$ cat config.mk
export PLATFORM = sky130hd
export DESIGN_NAME = dcache_reader
export DESIGN_NICKNAME = d
export VERILOG_FILES = /design/src/rtl/dcache_reader.sv
export SDC_FILE = /design/constraint.sdc
export NUM_CORES = 1
export LEC_CHECK = 0
export CAP_MARGIN = 30
export CORE_AREA = 2 2 91 71
export DETAILED_ROUTE_END_ITERATION = 10
export DIE_AREA = 0 0 93 73
export GPL_ROUTABILITY_DRIVEN = 1
export HOLD_SLACK_MARGIN = 0.05
export PLACE_DENSITY = 0.82
export REMOVE_ABC_BUFFERS = 1
export SETUP_SLACK_MARGIN = 0.2
export SLEW_MARGIN = 20
export SYNTH_ARGS = -nofsm -noshare
export SYNTH_HDL_FRONTEND = slang
export SYNTH_SLANG_ARGS = --single-unit
$ cat constraint.sdc
create_clock -name clk -period 2.84 [get_ports clk]
set_input_delay 0.568 -clock clk [delete_from_list [all_inputs] [get_ports clk]]
set_output_delay 0.568 -clock clk [all_outputs]
set_load 0.05 [all_outputs]
$ cat src/rtl/dcache_reader.sv
// Burst reader: walks a Dcache read port from a base address and streams the
// words out through a single registered valid/ready output stage.
module dcache_reader #(
  parameter int ADDR_W = 9,
  parameter int DATA_W = 32,
  parameter int LEN_W  = 10
) (
  input  logic              clk,
  input  logic              rst_n,
  input  logic              start,
  input  logic [ADDR_W-1:0] base_addr,
  input  logic [LEN_W-1:0]  length,
  output logic              rd_en,
  output logic [ADDR_W-1:0] rd_addr,
  input  logic [DATA_W-1:0] rd_data,
  output logic              m_valid,
  output logic [DATA_W-1:0] m_data,
  output logic              m_last,
  input  logic              m_ready,
  output logic              busy,
  output logic              done,
  output logic [1:0]        dbg_state_o
);

  // Handshake: a word transfers on a posedge where m_valid && m_ready. Once
  // m_valid is high, m_data/m_last stay frozen until that transfer happens.

  typedef enum logic [1:0] {
    S_IDLE   = 2'd0,
    S_STREAM = 2'd1,
    S_DONE   = 2'd2
  } state_e;

  localparam logic [LEN_W-1:0] MAX_LEN = LEN_W'(512);

  state_e            state_q, state_d;
  logic [ADDR_W-1:0] addr_q, addr_d;
  logic [LEN_W-1:0]  rem_q, rem_d;
  logic              m_valid_q, m_valid_d;
  logic              m_last_q, m_last_d;
  logic [DATA_W-1:0] m_data_q, m_data_d;
  logic [LEN_W-1:0]  len_clamped;
  logic              load;

  assign len_clamped = (length > MAX_LEN) ? MAX_LEN : length;

  always_comb begin
    state_d   = state_q;
    addr_d    = addr_q;
    rem_d     = rem_q;
    m_valid_d = m_valid_q;
    m_last_d  = m_last_q;
    m_data_d  = m_data_q;
    load      = 1'b0;
    case (state_q)
      S_IDLE: begin
        if (start) begin
          addr_d  = base_addr;
          rem_d   = len_clamped;
          state_d = (len_clamped != '0) ? S_STREAM : S_DONE;
        end
      end
      S_STREAM: begin
        // The output register refills whenever it is empty or being drained.
        load = (rem_q != '0) && (!m_valid_q || m_ready);
        if (load) begin
          m_data_d  = rd_data;
          m_valid_d = 1'b1;
          m_last_d  = (rem_q == LEN_W'(1));
          addr_d    = addr_q + ADDR_W'(1);
          rem_d     = rem_q - LEN_W'(1);
        end else if (m_valid_q && m_ready) begin
          m_valid_d = 1'b0;
          m_last_d  = 1'b0;
        end
        if (m_valid_q && m_ready && m_last_q) begin
          state_d = S_DONE;
        end
      end
      S_DONE: begin
        state_d = S_IDLE;
      end
      default: begin
        state_d = S_IDLE;
      end
    endcase
  end

  always_ff @(posedge clk) begin
    if (!rst_n) begin
      state_q   <= S_IDLE;
      addr_q    <= '0;
      rem_q     <= '0;
      m_valid_q <= 1'b0;
      m_last_q  <= 1'b0;
      m_data_q  <= '0;
    end else begin
      state_q   <= state_d;
      addr_q    <= addr_d;
      rem_q     <= rem_d;
      m_valid_q <= m_valid_d;
      m_last_q  <= m_last_d;
      m_data_q  <= m_data_d;
    end
  end

  // busy also covers the cycle in which the start is being accepted.
  assign busy        = (state_q != S_IDLE) || (state_q == S_IDLE && start && rst_n);
  assign done        = (state_q == S_DONE);
  assign rd_en       = (state_q == S_STREAM) && (rem_q != '0);
  assign rd_addr     = addr_q;
  assign m_valid     = m_valid_q;
  assign m_last      = m_last_q;
  assign m_data      = m_data_q;
  assign dbg_state_o = state_q;

endmodule

Word level (Yosys, flattened, before mapping)
Cells that the tools add are included.
Operators by class
  $add $sub $neg: 2
  magnitude comparators: 1
  equal/unequal tests: 6
  mux-type cells: 14
  reduce and logical (&&, ||, !) cells: 19
Operator list (number)
  $mux 10: 3
  $pmux 10 s2: 1
  $reduce_bool 10->1: 2
  $mux 9: 2
  $pmux 9 s2: 1
  $eq 10x1->1 const B: 1
  $gt 10x10->1 const B: 1
  $sub 10x1->10 const B: 1
  $add 9x1->9 const B: 1
  $logic_and 1x1->1: 6
  $mux 2: 3
  $ne 2x2->1 const B: 3
  $reduce_and 2->1: 3
  $reduce_bool 2->1: 3
  $pmux 2 s2: 1
  $mux 1: 3
  $reduce_and 3->1: 1
  $eq 2x1->1 const B: 1
  $eq 2x2->1 const B: 1
  $logic_not 2->1: 1
  $logic_or 1x1->1: 2
  $logic_not 1->1: 1
Word-level totals
  register bits: 55
  input port bits: 55
  output and inout bits: 48

Longest topological paths before layout
  depth in word-level cells: 6
  mapped depth: 8

Worst setup path after synthesis
OpenSTA, ideal clock, no wires.
  path type: register to output
  start point: reg rem_q[0]
  end point: out rd_en
  data arrival time: 1899 ps
  data required time: 2272 ps
  slack: 373 ps
  stages on the path, launching flop included: 7
  buffers on the path: 1
  path through: dfxtp_1 -> inv_1 -> ha_1 -> nor3b_2 -> and3_1 -> clkbuf_1 -> nor2_1
Between the ends
  cells in the longest elaborated chain, start to end: 2
Ends and longest elaborated chain
  from (decl): RTL line 38  | logic [LEN_W-1:0] rem_q, rem_d;
  from (signal assigned): RTL line 100  | rem_q <= rem_d;
  $reduce_bool 10->1: RTL line 110  | assign rd_en = (state_q == S_STREAM) && (rem_q != '0);
  $logic_and 1x1->1: RTL line 110
  to (decl): RTL line 13  | output logic rd_en,
Every way passes these cells.

Final worst setup path
Ends and elaborated chain as after synthesis.

==> insert_results.sql <==
INSERT INTO impl_metrics (metric_group, metric, value, unit) VALUES
('floorplanning', 'die_height', '73', 'um'),
('clock_network', 'clkTransAtPathRegs', '100', 'ps'),
('sta', 'setup_viol_count_final', '0', ''),
('drt', 'drt_pass1_iterations', '5', ''),
('floorplanning', 'dieWidth', '93', 'um'),
('final_layout', 'mostFrequentLayoutCells', 'clkdlybuf4s50_1 (100), dfxtp_1 (55), a21oi_1 (44)', ''),
('clock_network', 'root_buffer', 'clkbuf_8', ''),
('pwr', 'comb_power_share', '46.6', '%'),
('final_layout', 'finish.instance_area', '3950', 'um^2'),
('sta', 'rsz0062_at_grt', 'no', ''),
('synthesis', 'ys_types', '46', ''),
('outcome', 'run_status', 'completed', ''),
('synthesis', 'asr_flop_ratio_synth', '0', '%'),
('drt', 'totalWireLength', '8.49', 'mm'),
('sta', 'final.setup_skew', '4.65', 'ps'),
('pwr', 'power_per_cell_area', '654', 'nW/um^2'),
('drt', 'drt.antenna.violating_nets', '0', ''),
('pwr', 'p_sw', '1.12', 'mW'),
('pwr', 'intPower', '1.47', 'mW'),
('sta', 'tightestPinTransition', '552', 'ps'),
('clock_network', 'clkSinkCount', '55', ''),
('final_layout', 'insertedDiodeCount', '0', ''),
('worst_setup_path', 'critPathArrivalTime', '1950', 'ps'),
('worst_setup_path', 'critPathMaxFanout', '9', ''),
('pwr', 'post-layout-total-power', '2.59', 'mW'),
('final_layout', 'count_of_fill_cells_added_during_filler_insertion', '511', ''),
('synthesis', 'synthesis.instances', '347', ''),
('pwr', 'pwr-share-clk', '16.9', '%'),
('global_routing', 'grt_pass1_vias', '2774', ''),
('placed_design', 'place_worst_setup_slack', '433', 'ps'),
('final_layout', 'commonest_non_fill_non_tap_cell_in_the_layout', 'clkdlybuf4s50_1', ''),
('synthesis', 'synth_top_flop_cell', 'dfxtp_1', ''),
('placed_design', 'gpl.final_weighted_congestion', '0.827', ''),
('placed_design', 'dp.final_hpwl', '5.92', 'mm'),
('global_routing', 'globalRouteOverflowTotal', '0', ''),
('drt', 'wl_per_cell', '16.3', 'um'),
('clock_network', 'tritoncts.num_buffers', '5', ''),
('placed_design', 'io_buffers', '102', ''),
('floorplanning', 'ioPinCount', '103', ''),
('synthesis', 'ys_warn_count', '0', ''),
('clock_network', 'postCtsHoldBufs', '0', ''),
('synthesis', 'synthesis.area', '2740', 'um^2'),
('sta', 'postLayoutSetupSlackWorst', '318', 'ps'),
('min_path', 'worst_hold_check_path_type', 'reg -> reg', ''),
('final_layout', 'drive_above_1_share', '7.71', '%'),
('pwr', 'vdd.ir_drop.worst', '0.000404', 'V'),
('worst_setup_path', 'endpoint_kind', 'primary output', ''),
('clock_network', 'tritoncts_clock_tree', 'built', ''),
('drt', 'num_vias', '3050', ''),
('clock_network', 'post_cts_resized', '0', ''),
('drt', 'drcViolationCount', '0', ''),
('final_layout', 'nNetsFinal', '498', ''),
('sta', 'final_period_utilization', '88.8', '%'),
('worst_setup_path', 'critical_path.startpoint_type', 'register', ''),
('clock_network', 'post_cts.repair.setup_buffers', '0', ''),
('run', 'max_cap_check_violation_count', '0', ''),
('sta', 'hold_violations', '0', ''),
('global_routing', 'grt_pass1_wl', '13.7', 'mm'),
('sta', 'max_freq', '397', 'MHz'),
('sta', 'period_needed', '2520', 'ps'),
('floorplanning', 'floorplan.initialDensity', '45.7', '%'),
('sta', 'relSlewSlack', '63.2', '%'),
('drt', 'dr.first_iter.drc_count', '287', ''),
('placed_design', 'dpl-instance-area', '3860', 'um^2'),
('synthesis', 'register_area_share_after_synthesis', '40.1', '%'),
('pwr', 'cell_leakage_power', '1.34', 'nW'),
('floorplanning', 'core_area', '6010', 'um^2'),
('global_routing', 'antenna_found_initial', '0', ''),
('synthesis', 'ys_seq_elements', '55', ''),
('global_routing', 'pin_count_of_the_biggest_net_entering_global_routing', '50', ''),
('clock_network', 'ctsHtreeMaxLevel', '2', '');
## routing by layer
layer | vias to the layer above | routed length (um) | track usage [%]
met5 | - | 0 | 0
li1 | 1473 | - | -
met3 | 11 | 403 | 4.13
met1 | 1466 | 3820 | 35.3
met2 | 100 | 4180 | 38.6
met4 | 0 | 80 | 5.23
## power groups by stage
| stage | logic [mW] | clock network [mW] | registers, mW |
|---|---|---|---|
| 6_report | 1.20 | 0.437 | 0.945 |
| 5_1_grt | 1.29 | 0.479 | 0.960 |
| 4_1_cts | 1.19 | 0.449 | 0.942 |
| 3_5_place_dp | 1.19 | 0 | 0.959 |
| 3_3_place_gp | 1.17 | 0 | 0.956 |
| 2_1_floorplan | 0.488 | 0 | 1.19 |
## registers in the layout, indices dropped and copies added, names as in the netlist
register / cells
m_valid: 1
rem_q: 10
m_last: 1
m_data: 32
dbg_state_o: 2
rd_addr: 9
## cells in the mapped netlist, types with 2 or more instances
cell type | n | area share (%)
a22oi_1 | 2 | 0.55
buf_1 | 2 | 0.27
nand2b_1 | 3 | 0.68
o21a_1 | 3 | 0.82
ha_1 | 3 | 1.4
a21oi_2 | 2 | 0.64
o32ai_1 | 12 | 3.8
dfxtp_1 | 55 | 40
a211oi_1 | 4 | 1.1
clkbuf_1 | 24 | 3.3
nor2_1 | 16 | 2.2
o22ai_1 | 2 | 0.46
a31oi_1 | 3 | 0.68
o21ai_0 | 38 | 6.9
nor3b_1 | 10 | 2.7
a21oi_1 | 44 | 8.0
nand3_1 | 35 | 6.4
nor2b_1 | 4 | 0.91
and3_1 | 4 | 0.91
nor4_1 | 6 | 1.4
inv_1 | 4 | 0.55
nand4_1 | 3 | 0.68
or4_1 | 3 | 0.82
nand2_1 | 24 | 3.3
nor3_1 | 15 | 2.7
buf_2 | 6 | 1.1
## worst max-delay path, cell delays in order (launching register included)
cell and delay [ps]:
dfxtp_1 420, inv_1 110, ha_1 270, nor3b_2 180, buf_4 170, and3_1 180
nor2_1 100, buf_4 220
## cell type report
| class | count | area share [%] |
|---|---|---|
| Sequential cell | 55 | 27.8 |
| Timing Repair Buffer | 118 | 29.1 |
| Tap cell | 81 | 2.56 |
| Multi-Input combinational cell | 256 | 37.9 |
| Clock buffer | 5 | 1.74 |
| Inverter | 4 | 0.380 |
| Clock inverter | 3 | 0.506 |
## stage by stage
step | hold WS [ps] | instances | utilization (%)
floorplan | 462 | 315 | -
global placement | 459 | 514 | 64.4
detailed placement | 466 | 514 | 64.4
CTS | 480 | 522 | 65.8
global route | 509 | 522 | 65.8
finish | 480 | 522 | 65.8
## worst paths after layout
path / end / start / cells past startpoint / slack, ps
worst max-delay path: rd_en / rem_q[0]$_SDFFE_PN0P_ / 7 / 320
worst min-delay path: m_data[0]$_SDFFE_PN0P_ / m_data[0]$_SDFFE_PN0P_ / 2 / 480
worst max register to register: rem_q[0]$_SDFFE_PN0P_ / rem_q[0]$_SDFFE_PN0P_ / 8 / 580
worst min register to register: m_data[0]$_SDFFE_PN0P_ / m_data[0]$_SDFFE_PN0P_ / 2 / 480
## cell families after synthesis
kind of cell / synth area share [%]
muxes: 0.365
DFF: 40.1
adders and majority gates: 1.37
and+or+nand+nor: 26.4
xor gates and xnor gates: 0.319
AOI/OAI and AO/OA: 26.2
buffers and inverters: 5.20
Power figures use the tool's default switching activity.
